--- src/rtl/output_buffer_ctrl.sv ---
// Sequences the output buffer through its bit-plane capture/accumulate passes, zero-point correction and result unload.
// Optional debug pass counter port pass_cnt_o is compiled in by defining OBUF_CTRL_PASS_CNT_EN.
module output_buffer_ctrl #(
  parameter int NUM_GROUPS = 32,
  parameter int CNT_W      = 5,
  parameter int ITER_W     = 4
) (
  input  logic              clk_i,
  input  logic              rst_ni,
  input  logic              start_i,
  input  logic              abort_i,
  input  logic [2:0]        pim_mode_i,
  input  logic [ITER_W-1:0] num_iter_i,
  input  logic              zp_apply_i,
  input  logic              flash_valid_i,
  input  logic              load_req_i,
  output logic              buf_write_en_1_o,
  output logic              buf_write_en_2_o,
  output logic              buf_read_en_o,
  output logic              shift_counter_en_o,
  output logic [2:0]        pim_mode_o,
  output logic              zero_point_en_o,
  output logic              load_en_o,
  output logic [CNT_W-1:0]  load_cnt_o,
  output logic              load_valid_o,
  output logic              busy_o,
`ifdef OBUF_CTRL_PASS_CNT_EN
  output logic [ITER_W-1:0] pass_cnt_o,
`endif
  output logic              done_o
);

  typedef enum logic [2:0] {IDLE, W1, W2, RD, ACC, ZP, LOAD, FIN} state_t;

  localparam logic [ITER_W-1:0] ITER_ONE = ITER_W'(1);
  localparam logic [CNT_W-1:0]  CNT_ONE  = CNT_W'(1);
  localparam logic [CNT_W-1:0]  LAST_IDX = CNT_W'(NUM_GROUPS - 1);

  state_t            state_q, state_d;
  logic [ITER_W-1:0] num_iter_q, num_iter_d, iter_cnt_q, iter_cnt_d;
  logic              zp_apply_q, zp_apply_d;
  logic [CNT_W-1:0]  idx_q, idx_d, cnt_d;
  logic [2:0]        mode_d;
  logic              wr1_d, wr2_d, rd_d, shift_d, zp_d, ld_d, vld_d, done_d;

  // Every strobe is registered, so each one appears the cycle after the state that decided it.
  always_comb begin
    state_d    = state_q;
    num_iter_d = num_iter_q;
    iter_cnt_d = iter_cnt_q;
    zp_apply_d = zp_apply_q;
    idx_d      = idx_q;
    cnt_d      = load_cnt_o;
    mode_d     = pim_mode_o;
    wr1_d      = 1'b0;
    wr2_d      = 1'b0;
    rd_d       = 1'b0;
    shift_d    = 1'b0;
    zp_d       = 1'b0;
    ld_d       = 1'b0;
    done_d     = 1'b0;
    vld_d      = load_en_o & ~abort_i;
    if (abort_i) begin
      state_d = IDLE;
    end else begin
      case (state_q)
        IDLE: if (start_i) begin
          mode_d     = pim_mode_i;
          num_iter_d = (num_iter_i == '0) ? ITER_ONE : num_iter_i;
          zp_apply_d = zp_apply_i;
          iter_cnt_d = '0;
          idx_d      = '0;
          state_d    = W1;
        end
        W1: if (flash_valid_i) begin
          wr1_d   = 1'b1;
          state_d = W2;
        end
        W2: if (flash_valid_i) begin
          wr2_d   = 1'b1;
          state_d = RD;
        end
        RD: begin
          rd_d    = 1'b1;
          state_d = ACC;
        end
        ACC: begin
          shift_d    = 1'b1;
          iter_cnt_d = iter_cnt_q + ITER_ONE;
          if (iter_cnt_q + ITER_ONE == num_iter_q) state_d = zp_apply_q ? ZP : LOAD;
          else                                     state_d = W1;
        end
        ZP: begin
          zp_d    = 1'b1;
          state_d = LOAD;
        end
        LOAD: if (load_req_i) begin
          ld_d  = 1'b1;
          cnt_d = idx_q;
          if (idx_q == LAST_IDX) state_d = FIN;
          else                   idx_d   = idx_q + CNT_ONE;
        end
        FIN: begin
          done_d  = 1'b1;
          state_d = IDLE;
        end
        default: state_d = IDLE;
      endcase
    end
  end

  always_ff @(posedge clk_i) begin
    if (!rst_ni) begin
      state_q            <= IDLE;
      num_iter_q         <= '0;
      iter_cnt_q         <= '0;
      zp_apply_q         <= 1'b0;
      idx_q              <= '0;
      load_cnt_o         <= '0;
      pim_mode_o         <= '0;
      buf_write_en_1_o   <= 1'b0;
      buf_write_en_2_o   <= 1'b0;
      buf_read_en_o      <= 1'b0;
      shift_counter_en_o <= 1'b0;
      zero_point_en_o    <= 1'b0;
      load_en_o          <= 1'b0;
      load_valid_o       <= 1'b0;
      done_o             <= 1'b0;
      busy_o             <= 1'b0;
    end else begin
      state_q            <= state_d;
      num_iter_q         <= num_iter_d;
      iter_cnt_q         <= iter_cnt_d;
      zp_apply_q         <= zp_apply_d;
      idx_q              <= idx_d;
      load_cnt_o         <= cnt_d;
      pim_mode_o         <= mode_d;
      buf_write_en_1_o   <= wr1_d;
      buf_write_en_2_o   <= wr2_d;
      buf_read_en_o      <= rd_d;
      shift_counter_en_o <= shift_d;
      zero_point_en_o    <= zp_d;
      load_en_o          <= ld_d;
      load_valid_o       <= vld_d;
      done_o             <= done_d;
      busy_o             <= (state_d != IDLE);
    end
  end

`ifdef OBUF_CTRL_PASS_CNT_EN
  assign pass_cnt_o = iter_cnt_q;
`endif

endmodule

--- config.mk ---
export PLATFORM = sky130hd
export DESIGN_NAME = output_buffer_ctrl
export DESIGN_NICKNAME = d
export VERILOG_FILES = /design/src/rtl/output_buffer_ctrl.sv
export SDC_FILE = /design/constraint.sdc
export NUM_CORES = 1
export LEC_CHECK = 0
export ABC_AREA = 1
export CAP_MARGIN = 40
export CORE_MARGIN = 5
export CORE_UTILIZATION = 35
export DETAILED_ROUTE_END_ITERATION = 6
export DONT_BUFFER_PORTS = 1
export PLACE_DENSITY = 0.54
export SYNTH_ARGS = -nofsm -noshare
export SYNTH_HDL_FRONTEND = slang
export SYNTH_SLANG_ARGS = --single-unit
--- constraint.sdc ---
create_clock -name clk_i -period 1.8 [get_ports clk_i]
set_input_delay 0.09 -clock clk_i [delete_from_list [all_inputs] [get_ports clk_i]]
set_output_delay 0.09 -clock clk_i [all_outputs]
set_load 0.1 [all_outputs]
==> flow_summary.json, run 1 <==
{
  "cts_tree": "done",
  "drv_slew": 0,
  "worstHoldPathCells": 2,
  "final.min_clock_period_ns": 1.59,
  "clock-root-buffer": "clkbuf_8",
  "cts_buffers": 5,
  "viasPerCell": 4.62,
  "drc": 0,
  "p_total_mw": 1.55,
  "row_count": 24,
  "initial_core_util_pct": 35.6,
  "end_kind": "flip-flop",
  "grt_pass1_vias": 1238,
  "clock-sinks": 34,
  "fp.dieH_um": 75.8,
  "startpoint_type": "flip-flop",
  "p_leak_nw": 0.841,
  "grt_max_degree": 16,
  "hold_violations": 0,
  "insertion_delay_ns": 0.28,
  "critPathMaxFanout": 7,
  "finalSetupViolations": 0,
  "layout.nets": 254,
  "yosysWarnings": 0,
  "ctsLongestPathBuffers": 2,
  "swShare_pct": 26.1,
  "synthDistinctLibCells": 26,
  "ios": 31,
  "areaGrowthSynthToFinish_pct": 24.2,
  "vias": 1341,
  "cts_resized": 0,
  "rsz0062_at_grt": "false",
  "grt_usage_pct": 13.0,
  "synth_top_area_share_pct": 44.9,
  "grt.overflow.total": 0,
  "p_int_mw": 1.14,
  "fp.dieW_um": 75.8,
  "drt-wirelength-per-cell_um": 11.3,
  "drive_above_1_share_pct": 19.3,
  "fmax_mhz": 631,
  "insertedDiodeCount": 0,
  "status": "finished, final reports clean",
  "slew-limit-headroom_pct": 62.9,
  "clkPwrFrac_pct": 36.5,
  "finalCritPeriodShare_pct": 88.1,
  "power.density_mw_per_mm2": 822,
  "p_comb_share_pct": 12.2,
  "cts_htree_levels": 2,
  "reg2regPathDepth": 10,
  "worst_pin_slew_ns": 0.554,
  "syn-mean-instance-area_um2": 7.40,
  "clk_pin_slew_ns": 0.07,
  "critPathRequiredTime_ns": 1.97,
  "maxCapViolCount": 0,
  "synth.largest_area_cell": "dfxtp_1",
  "critPathArrivalTime_ns": 1.75,
  "critical_path_class": "reg -> reg",
  "coreArea_mm2": 0.00426,
  "synthCells": 205,
  "switchingPower_mw": 0.404,
  "ys_ff_latch": 34,
  "syn_area_mm2": 0.00152,
  "grt_antenna_before_repair": 0,
  "holdCritPathClass": "in -> reg",
  "syn_nets": 222,
  "fin_worst_skew_ns": 0.00244,
  "pwr-share-seq_pct": 51.2,
  "vdd_ir_drop_max_uv": 579,
  "routed_wl_um": 3290,
  "port_buffers": 0,
  "ys_seq_area_share_pct": 44.9,
  "yosys-top-cells-area": "dfxtp_1 (45%), nand2_1 (8.7%), a21oi_1 (6.6%), nor2_1 (6.2%), inv_1 (5.9%)",
  "hold_buffers": 8,
  "drt_iter0_markers": 79,
  "place_hpwl_um": 2390,
  "die_area_mm2": 0.00575,
  "grt_pass1_wl_um": 5600,
  "dr.pass1.iters": 4,
  "setup_tns_ns": 0,
  "ant_nets": 0,
  "gp_congestion": 0.871,
  "cts_setup_buffers": 0
}
==> final cells by class <==
type | instances | area, um^2
fillers | 455 | 2380
clock inverters | 1 | 5.00
well taps | 52 | 65.1
inverters | 32 | 123
repair buffers | 28 | 230
multi-input cells | 136 | 693
clock buffers | 7 | 86.3
flip-flops and latches | 34 | 681
==> flip-flops by register name, indices dropped and copies added, names as in the netlist, 3 cells and up <==
register and flops:
load_cnt_o 5, idx_q 5, num_iter_q 4, iter_cnt_q 4, state_q 3, pim_mode_o 3
==> cells in the mapped netlist <==
library cell / number
nand4_1: 3
o21ai_0: 16
nor2_2: 1
dfxtp_1: 34
nand2_4: 3
o21ai_1: 2
xor2_1: 1
buf_2: 1
nor2_1: 25
ha_1: 3
nor4_1: 2
nand2_1: 35
nor2_4: 1
o21ai_2: 2
clkbuf_1: 1
nor3_4: 1
nand3_2: 1
a21oi_2: 1
inv_2: 7
nand2_2: 1
buf_6: 1
nand3_1: 15
nor3_1: 3
inv_1: 24
a21oi_1: 20
inv_4: 1
==> critical path, cell delays in order (launching register included) <==
cell	delay, ns
dfxtp_1	0.32
ha_1	0.22
nand2_1	0.07
nor2_1	0.04
ha_1	0.17
nand2_1	0.08
nand2_1	0.09
nor2_4	0.15
nand2_2	0.11
o21ai_0	0.16
a21oi_1	0.06
==> power groups by stage <==
stage | clock (mW) | combinational, mW | sequential [mW]
detailed placement | 0 | 0.172 | 0.810
floorplan | 0 | 0.0963 | 0.855
finish | 0.566 | 0.190 | 0.793
global route | 0.622 | 0.213 | 0.795
global placement | 0 | 0.171 | 0.809
CTS | 0.594 | 0.192 | 0.793
==> logic make-up after synthesis <==
family | synth area share (%)
AND/OR/NAND/NOR | 28.4
AO/OA/AOI/OAI | 14.3
buffers and inverters | 9.41
flip-flops | 44.9
adder cells (fa/ha/maj) | 2.48
XOR/XNOR | 0.578
==> layout by cell type (no fill, tap or decap) <==
cell type | Yosys | layout
nor2_1 | 25 | 25
nand3_1 | 15 | 15
inv_1 | 24 | 24
clkbuf_8 | 0 | 6
o21ai_1 | 2 | 2
ha_1 | 3 | 3
a21oi_2 | 1 | 1
nand2_1 | 35 | 35
nor3_4 | 1 | 1
o21ai_0 | 16 | 16
nand2_4 | 3 | 3
nor3_1 | 3 | 3
inv_4 | 1 | 1
nand4_1 | 3 | 3
buf_4 | 0 | 20
a21oi_1 | 20 | 20
clkbuf_1 | 1 | 1
nor4_1 | 2 | 2
xor2_1 | 1 | 1
nand3_2 | 1 | 1
o21ai_2 | 2 | 2
dlygate4sd3_1 | 0 | 8
nor2_4 | 1 | 1
clkinv_2 | 0 | 1
dfxtp_1 | 34 | 34
nand2_2 | 1 | 1
inv_2 | 7 | 7
nor2_2 | 1 | 1
==> metal layers <==
metal / routed length [um] / part of all wire (%) / GRT usage (%) / up-vias
met4: 43 / 1.3 / 5.24 / 0
met5: 0 / 0 / 0 / -
met3: 165 / 5.0 / 3.83 / 4
met2: 1570 / 48 / 20.3 / 25
met1: 1510 / 46 / 16.6 / 589
li1: - / - / - / 723
==> stage by stage <==
stage                     utilization, %  cell area, um^2  setup WS [ns]  cells  hold WS (ns)
after CTS                           44.2             1880          0.184    290       0.00193
after global routing                44.2             1880         0.0255    290       0.00487
after detailed placement            40.1             1710          0.203    274         0.211
after floorplan                        -             1520          0.348    205         0.224
final                               44.2             1880          0.214    290       0.00312
after global placement              40.1             1710          0.215    274         0.212
==> final timing paths <==
| path | from | endpoint | slack (ns) |
|---|---|---|---|
| max reg2reg | idx_q[0] | idx_q[4] | 0.21 |
| min reg2reg | num_iter_q[2] | num_iter_q[2] | 0.47 |
| min | rst_ni | num_iter_q[0] | 0.003 |
| max | idx_q[0] | idx_q[4] | 0.21 |
Note: power is estimated with default switching activity, not from simulation.
==> run 2: changes to the inputs <==
CTS_BUF_LIST = sky130_fd_sc_hd__clkbuf_4 sky130_fd_sc_hd__clkbuf_8 sky130_fd_sc_hd__clkbuf_16   (was unset)
==> run 2 against run 1 <==
  * Critical path depth is the same
  * Via count grew 0.37%
  * Cell count is the same
  * Fmax is essentially flat
  * Worst hold slack lost 0.00052 ns
  * Wire length grew 0.15%
  * Highest routed layer unchanged
==> flow_summary.json, run 2 (synthesis gave the netlist of run 1 again) <==
{
  "crit_cells": 10,
  "grt_max_degree": 16,
  "reg2reg_to": "idx_q[4]",
  "path_delay_family": "simple AND/OR/NAND/NOR gates",
  "grt_pass1_wl_um": 5600,
  "clock-sinks": 34,
  "maxCapViolCount": 0,
  "gp_congestion": 0.871,
  "place_hpwl_um": 2390,
  "hp-start": "rst_ni",
  "viasPerCell": 4.64,
  "fin_worst_skew_ns": 0.00395,
  "top_layer_used": "met4",
  "grt_usage_pct": 13.0,
  "critPathMaxFanout": 7,
  "cts_setup_buffers": 0,
  "r2r_start": "idx_q[0]",
  "reg2regPathDepth": 10,
  "r2r_setup_slack_ns": 0.21,
  "coreArea_mm2": 0.00426,
  "cts_resized": 0,
  "hold_violations": 0,
  "holdCritPathClass": "in -> reg",
  "finalCritPeriodShare_pct": 88.2,
  "clock-root-buffer": "clkbuf_8",
  "power.density_mw_per_mm2": 830,
  "hold_path_end": "num_iter_q[0]",
  "dr_wl_met2_um": 1570,
  "vdd_ir_drop_max_uv": 579,
  "vias": 1346,
  "worst_pin_slew_ns": 0.555,
  "critPathArrivalTime_ns": 1.76,
  "worstHoldPathCells": 2,
  "insertion_delay_ns": 0.28,
  "slowest_delay_ns": 0.32,
  "crit_buf_inv": 0,
  "grt_antenna_before_repair": 0,
  "cp_common_cell": "nand2_1",
  "stdcell_count": 290,
  "finalSetupViolations": 0,
  "die_area_mm2": 0.00575,
  "final_cell_mix": "nand2_1 (35), dfxtp_1 (34), nor2_1 (25)",
  "setup_tns_ns": 0,
  "route.met3.wl_um": 165,
  "dp.cells": 274,
  "crit_chain": "ha_1, nand2_1, nor2_1, ha_1, nand2_1, nand2_1, nor2_4, nand2_2, o21ai_0, a21oi_1",
  "grt.overflow.total": 0,
  "insertedDiodeCount": 0,
  "cts_buffers": 5,
  "drive_above_1_share_pct": 19.7,
  "ant_nets": 0,
  "initial_core_util_pct": 35.6,
  "top_regs": "idx_q x5, load_cnt_o x5",
  "row_count": 24,
  "hold_slack_ns": 0.00260,
  "clk_pin_slew_ns": 0.07,
  "ctsLongestPathBuffers": 2,
  "ios": 31,
  "cts_tree": "done",
  "startpoint_type": "flip-flop",
  "fp.dieH_um": 75.8,
  "drt_iter0_markers": 79,
  "status": "finished, final reports clean",
  "critPathSlowestCell": "dfxtp_1",
  "port_buffers": 0,
  "p_leak_nw": 0.845,
  "grt_pass1_vias": 1238,
  "hold_buffers": 8,
  "slew-limit-headroom_pct": 62.9,
  "cts_htree_levels": 2,
  "drt-wirelength-per-cell_um": 11.4,
  "drv_slew": 0,
  "areaGrowthSynthToFinish_pct": 24.4,
  "fp.dieW_um": 75.8,
  "routed_wl_um": 3290,
  "critical_path_class": "reg -> reg",
  "layout_commonest_cell": "nand2_1",
  "drc": 0,
  "layout.nets": 254,
  "end_kind": "flip-flop",
  "final.min_clock_period_ns": 1.59,
  "fmax_mhz": 630,
  "rsz0062_at_grt": "false",
  "dr.pass1.iters": 4,
  "critPathRequiredTime_ns": 1.97,
  "drt-met1-wl_um": 1510
}
-- run 2: cell counts in the layout (fill, tap and decap cells not counted) --
Identical to the previous run, type by type.
-- run 2: metrics by stage --
step / instance area, um^2 / power (mW) / setup slack [ns] / util [%]
5_1_grt: 1890 / 1.65 / 0.0255 / 44.2
6_report: 1890 / 1.57 / 0.213 / 44.2
3_5_place_dp: 1710 / 0.981 / 0.203 / 40.1
4_1_cts: 1890 / 1.59 / 0.184 / 44.2
3_3_place_gp: 1710 / 0.981 / 0.215 / 40.1
2_1_floorplan: 1520 / 0.951 / 0.348 / -
-- run 2: area by class of cell --
| class | count | area (um^2) |
|---|---|---|
| multi-input combinational | 136 | 693 |
| clock inverter | 1 | 5.00 |
| sequential | 34 | 681 |
| timing repair buffer | 28 | 230 |
| clock buffer | 7 | 90.1 |
| fill | 455 | 2380 |
| tap | 52 | 65.1 |
| inverter | 32 | 123 |
-- run 2: worst reg2reg max path, stage by stage, from the launching register on --
cell and delay (ns):
dfxtp_1 0.32, ha_1 0.22, nand2_1 0.07, nor2_1 0.04, ha_1 0.17, nand2_1 0.08, nand2_1 0.09, nor2_4 0.15
nand2_2 0.11, o21ai_0 0.17, a21oi_1 0.06
-- run 2: metal layers --
| metal | up-vias | GRT usage [%] |
|---|---|---|
| li1 | 723 | - |
| met1 | 594 | 16.6 |
| met2 | 25 | 20.3 |
| met3 | 4 | 3.83 |
| met4 | 0 | 5.24 |
| met5 | - | 0 |
-- run 2: how the worst max path moves through the flow --
stage	slack [ns]	end	startpoint
after floorplan	0.35	idx_q[0]	idx_q[0]
after detailed placement	0.20	idx_q[4]	idx_q[0]
after global placement	0.21	idx_q[1]	idx_q[0]
final	0.21	idx_q[4]	idx_q[0]
after CTS	0.18	idx_q[4]	idx_q[0]
after global routing	0.03	idx_q[4]	idx_q[0]
-- run 2: report_power, final --
part	internal, mW	leakage, nW	switching, mW	total (mW)
sequential	0.777	0.276	0.0164	0.793
clock	0.323	0.0517	0.260	0.583
combinational	0.0592	0.517	0.130	0.189
total	1.16	0.845	0.406	1.57
